==> config.mk <==
export PLATFORM = sky130hd
export DESIGN_NAME = tv_runner
export DESIGN_NICKNAME = d
export VERILOG_FILES = /design/src/rtl/tv_runner.sv
export SDC_FILE = /design/constraint.sdc
export NUM_CORES = 2
export LEC_CHECK = 0
export BUFFER_PORTS_ARGS = -buffer_cell sky130_fd_sc_hd__buf_4
export CAP_MARGIN = 20
export CELL_PAD_IN_SITES_DETAIL_PLACEMENT = 1
export CELL_PAD_IN_SITES_GLOBAL_PLACEMENT = 1
export CORE_UTILIZATION = 30
export DETAILED_ROUTE_END_ITERATION = 16
export PLACE_DENSITY = 0.54
export SLEW_MARGIN = 20
export SYNTH_ARGS = -nofsm -noshare
export SYNTH_HDL_FRONTEND = slang
export SYNTH_SLANG_ARGS = --single-unit
==> constraint.sdc <==
create_clock -name clk -period 3.27 [get_ports clk]
set_clock_uncertainty 0.15 [all_clocks]
set_input_delay 0.1635 -clock clk [delete_from_list [all_inputs] [get_ports clk]]
set_output_delay 0.1635 -clock clk [all_outputs]
set_load 0.02 [all_outputs]
==> src/rtl/tv_runner.sv <==
// tv_runner: synthesizable test-vector runner.
// Holds {inputs, expected} vectors in an internal memory, applies them one at a
// time to a combinational DUT, compares the response after a settle period and
// tracks the mismatch count and the first failing vector index.
module tv_runner #(
  parameter int IN_W   = 3,
  parameter int OUT_W  = 1,
  parameter int DEPTH  = 1024,
  parameter int SETTLE = 2
) (
  input  logic                  clk,
  input  logic                  reset,
  input  logic                  wr_en,
  input  logic [10:0]           wr_addr,
  input  logic [IN_W+OUT_W-1:0] wr_data,
  input  logic [10:0]           num_tests,
  input  logic                  start,
  output logic [IN_W-1:0]       dut_in,
  input  logic [OUT_W-1:0]      dut_out,
  output logic                  busy,
  output logic                  done,
  output logic                  pass,
  output logic [10:0]           vec_ind,
  output logic [10:0]           num_errors,
  output logic                  err_pulse,
  output logic [10:0]           first_fail,
  output logic                  fail_valid
);

  localparam int VW = IN_W + OUT_W;
  localparam int AW = (DEPTH > 1) ? $clog2(DEPTH) : 1;
  localparam int CW = (SETTLE > 1) ? $clog2(SETTLE) : 1;
  localparam logic [11:0]   DEPTH_X     = 12'(DEPTH);
  localparam logic [CW-1:0] SETTLE_LAST = CW'(SETTLE - 1);

  typedef enum logic [2:0] {
    S_IDLE,
    S_FETCH,
    S_APPLY,
    S_CHECK,
    S_DONE
  } state_t;

  state_t          state_q, state_d;
  logic [10:0]     vec_q, vec_d;
  logic [10:0]     nerr_q, nerr_d;
  logic [10:0]     ff_q, ff_d;
  logic            fv_q, fv_d;
  logic [10:0]     num_q, num_d;
  logic [CW-1:0]   cnt_q, cnt_d;
  logic [IN_W-1:0] dut_in_q;
  logic [OUT_W-1:0] exp_q;

  logic [VW-1:0]   mem [DEPTH];

  logic            accept_ok;
  logic            wr_in_range;
  logic            mismatch;
  logic [10:0]     num_clamped;
  logic [AW-1:0]   rd_idx;

  assign accept_ok   = (state_q == S_IDLE) || (state_q == S_DONE);
  assign wr_in_range = ({1'b0, wr_addr} < DEPTH_X);
  assign mismatch    = (dut_out != exp_q);
  assign num_clamped = ({1'b0, num_tests} > DEPTH_X) ? DEPTH_X[10:0] : num_tests;
  assign rd_idx      = vec_q[AW-1:0];

  // Vector memory write port; only open while no run is in progress.
  always_ff @(posedge clk) begin
    if (wr_en && accept_ok && wr_in_range) begin
      mem[wr_addr[AW-1:0]] <= wr_data;
    end
  end

  // Synchronous read in FETCH lands directly in the stimulus/expected registers,
  // so dut_in changes exactly on entry to APPLY and is held until the next FETCH.
  always_ff @(posedge clk or posedge reset) begin
    if (reset) begin
      dut_in_q <= '0;
      exp_q    <= '0;
    end else if (state_q == S_FETCH) begin
      dut_in_q <= mem[rd_idx][VW-1:OUT_W];
      exp_q    <= mem[rd_idx][OUT_W-1:0];
    end
  end

  // Control and result registers.
  always_ff @(posedge clk or posedge reset) begin
    if (reset) begin
      state_q <= S_IDLE;
      vec_q   <= '0;
      nerr_q  <= '0;
      ff_q    <= '0;
      fv_q    <= 1'b0;
      num_q   <= '0;
      cnt_q   <= '0;
    end else begin
      state_q <= state_d;
      vec_q   <= vec_d;
      nerr_q  <= nerr_d;
      ff_q    <= ff_d;
      fv_q    <= fv_d;
      num_q   <= num_d;
      cnt_q   <= cnt_d;
    end
  end

  // Next-state logic: run sequencing, settle timing and mismatch bookkeeping.
  always_comb begin
    state_d = state_q;
    vec_d   = vec_q;
    nerr_d  = nerr_q;
    ff_d    = ff_q;
    fv_d    = fv_q;
    num_d   = num_q;
    cnt_d   = cnt_q;
    unique case (state_q)
      S_IDLE, S_DONE: begin
        if (start) begin
          vec_d   = '0;
          nerr_d  = '0;
          ff_d    = '0;
          fv_d    = 1'b0;
          cnt_d   = '0;
          num_d   = num_clamped;
          state_d = (num_tests == '0) ? S_DONE : S_FETCH;
        end
      end
      S_FETCH: begin
        cnt_d   = '0;
        state_d = S_APPLY;
      end
      S_APPLY: begin
        if (cnt_q == SETTLE_LAST) begin
          state_d = S_CHECK;
        end else begin
          cnt_d = cnt_q + CW'(1);
        end
      end
      S_CHECK: begin
        if (mismatch) begin
          if (nerr_q != '1) begin
            nerr_d = nerr_q + 11'd1;
          end
          if (!fv_q) begin
            ff_d = vec_q;
            fv_d = 1'b1;
          end
        end
        vec_d   = vec_q + 11'd1;
        state_d = (vec_d == num_q) ? S_DONE : S_FETCH;
      end
      default: state_d = S_IDLE;
    endcase
  end

  assign dut_in     = dut_in_q;
  assign busy       = (state_q == S_FETCH) || (state_q == S_APPLY) || (state_q == S_CHECK);
  assign done       = (state_q == S_DONE);
  assign pass       = done && (nerr_q == '0);
  assign vec_ind    = vec_q;
  assign num_errors = nerr_q;
  assign err_pulse  = (state_q == S_CHECK) && mismatch;
  assign first_fail = ff_q;
  assign fail_valid = fv_q;

endmodule
==> metrics.md <==
| Metric | Value |
|---|---|
| Vias in the first global route | 94447 |
| Peak VDD IR | 0.4707 mV |
| Switching part of the total | 0.2877 |
| RSZ-0062 raised after global routing | yes |
| Post-synthesis sequential area ratio | 0.7568 |
| Initial antenna violation count | 54 |
| PortBufs | 71 |
| Largest net degree at the start of global routing | 154 |
| Gr usage total | 0.2015 |
| Most common cell after layout, fill and taps aside | edfxtp_1 |
| Area delta synth->final | 22.51% |
| Main synth FF type | edfxtp_1 |
| Worst Setup SP | vec_ind[0]$_DFFE_PP0P_ |
| Gpl congestion | 0.8324 |
| Clock Latency Late Sink | 0.99 ns |
| Starting density of the core | 0.3015 |
| Crit path required time | 4.01 ns |
| Share of total power in the clock network | 0.336 |
| Hpwl dp | 366200 um |
| Top Layer Used | met5 |
| Via/cell ratio | 5.284 |
| Setup slack at placement | -1.746 ns |
| Failing checks | negative setup slack |
| Comb power frac | 0.271 |
| H-tree lvl count | 5 |
| Max-Slew Margin vs Limit | 0.3380 |
| Final slew viol count | 0 |
| Final net count | 9592 |
| Metal1 wirelength | 236500 um |
| Syn nets | 8343 |
| Most frequent cells in the layout | edfxtp_1, nor2_1, buf_4 |
| CTS tree | done |
| EDFF count, synth | 4096 |
| Kind of critical path | reg2reg |
| Hold slack | 0.09281 ns |
| DR iter-0 viols | 10505 |
| Post-synth cell types | 76 |
| Synth warnings | 0 |
| Worst EP arrival | 4.52 ns |
| Die area | 550500 um^2 |
| Hold Startpoint | wr_addr[1] |
| Worst Tran Pin Value | 0.9897 ns |
| Seq pwr share | 0.392 |
| Row count | 271 |
| Synthesized area per cell | 19.77 um^2 |
| Syn Inst Count | 8309 |
| Design Area, Final | 201200 um^2 |
| Crit path time final | 3.785 ns |
| CTS sink count | 4149 |
| Grt ovf | 0 |
| Max Cap Viol | 0 |
| FF-to-FF Start | vec_ind[0]$_DFFE_PP0P_ |
| Met2 Routed Length | 273200 um |
| Setup crit start kind | register |
| Final Setup Violations | 4 |
| Vias | 90775 |
| Setup ws final | -0.5148 ns |
| FF+latch count, synth | 4149 |
| Met3 Wirelength | 41170 um |
| Final hold violations | 0 |
| DR WL/cell | 33.04 um |
| Die Span Y | 742.0 um |
| Clk pin slew, worst setup/hold paths | 0.06 ns |
| Longest Clk Path Bufs | 4 |
| Ports | 72 |
| Hold crit path type | in2reg |
| DR DRC count | 0 |
| Clock Tree Root | clkbuf_16 |
| Antenna Violating Nets Remaining | 0 |
| Leakage power | 63.12 nW |
| Worst-path fanout max | 6 |
| Max Clk Rate | 264.2 MHz |
| Net switching power | 43.15 mW |
| Core box area | 544900 um^2 |
| Drt pass-1 iters | 5 |
| Async set-reset flop share out of synthesis | 0.01277 |
| Cells on worst reg2reg path | 12 |
| Critical path endpoint category | register |
| Chip width | 742.0 um |
| Status | finished with violations |
| Total clock buffers created by CTS | 440 |
| Area after DPL | 182600 um^2 |
| Pwr dens | 745.3 nW/um^2 |
| WHS Path Cells | 4 |
| First-pass GRT wire length | 783300 um |
| DRT Wirelength | 567500 um |
| Tcrit/Tclk final | 1.157 |
| Fraction of layout cells with a size suffix above 1 | 0.3249 |
| P_int | 106.8 mW |
| Post-synthesis cell area | 164300 um^2 |
## state kept, by name, indices dropped and copies added (netlist names), 3 cells and up
signal / cells
dut_in: 3
first_fail: 11
mem: 4096
num_errors: 11
num_q: 11
state_q: 3
vec_ind: 11
## metrics by stage
step	utilization	std cells	power, mW	setup TNS [ns]
5_1_grt	0.3693	17169	154.1	-2.092
6_report	0.3693	17178	150.0	-1.901
2_1_floorplan	-	8309	80.45	0
4_1_cts	0.3677	17123	150.0	-1.829
3_3_place_gp	0.3351	16150	96.29	-5.538
3_5_place_dp	0.3352	16150	96.52	-5.375
## cell usage after synthesis (all sizes together) (19+ instances only)
library cell | number | area, um^2
a21oi | 109 | 545.5
dfrtp | 53 | 1326
nor2 | 1113 | 4178
a31oi | 21 | 131.4
a22oi | 106 | 795.8
mux4 | 998 | 22500
o21ai | 129 | 645.6
nand2 | 232 | 870.8
nand3 | 75 | 375.4
a22o | 19 | 166.4
mux2i | 316 | 3163
buf | 341 | 2217
clkbuf | 254 | 954.7
o22ai | 44 | 275.3
a221oi | 62 | 549.3
edfxtp | 4096 | 123000
nor3 | 33 | 165.2
o221ai | 58 | 508.0
## power by group through the flow
stage	combinational (mW)	sequential (mW)	clock, mW
5_1_grt	42.4	58.8	52.9
6_report	40.7	58.9	50.4
3_3_place_gp	36.3	60.0	0
3_5_place_dp	36.5	60.0	0
4_1_cts	40.0	58.9	51.2
2_1_floorplan	20.5	59.9	0
## layout make-up
type / instances / area, um^2
Tap cell: 7234 / 9051
Fill cell: 53189 / 343600
Clock inverter: 290 / 3025
Timing Repair Buffer: 1402 / 14700
Antenna cell: 15 / 37.54
Clock buffer: 523 / 11340
Inverter: 13 / 65.06
Sequential cell: 4149 / 124300
Multi-Input combinational cell: 3552 / 38670
## what timing repair did
item	in CTS	in global routing
setup buffers	86	39
endpoints found under the setup margin	6	6
gates resized for setup	296	109
hold buffers	68	0
pin swaps	51	43
endpoints found under the hold margin	4249	0
gates cloned	15	6
## worst max-delay path, stage by stage (launching register included)
cell     delay (ns)
dfrtp_4        0.44
buf_12         0.19
buf_12         0.15
buf_16         0.15
buf_6          0.10
mux4_2         0.48
mux4_2         0.54
or3_4          0.35
and3_4         0.22
or4_4          0.44
o31ai_4        0.08
buf_6          0.18
a41oi_2        0.12
## logic make-up after synthesis
group                      after synthesis  synth area share
adders and majority gates                3         0.0002285
muxes                                 1328            0.1571
and+or+nand+nor                       1566           0.03869
xor gates and xnor gates                23          0.001226
AOI/OAI and AO/OA                      632           0.02630
buffers and inverters                  608           0.01960
DFF                                   4149            0.7568
## final timing paths
kind	endpoint	slack [ns]
worst min register to register	first_fail[0]$_DFFE_PP0P_	0.33
min in group asynchronous	num_q[7]$_DFFE_PP0P_	0.33
worst min-delay path	mem[780][0]$_DFFE_PP_	0.09
worst max-delay path	dut_in[2]$_DFFE_PP0P_	-0.51
max in group asynchronous	vec_ind[1]$_DFFE_PP0P_	1.96
worst max register to register	dut_in[2]$_DFFE_PP0P_	-0.51
## per-layer routing
layer	up-vias	track usage
met5	-	0
met4	4	0.05502
met3	752	0.03137
met2	3818	0.3325
met1	49730	0.2774
li1	36471	-
Power figures use the tool's default switching activity.
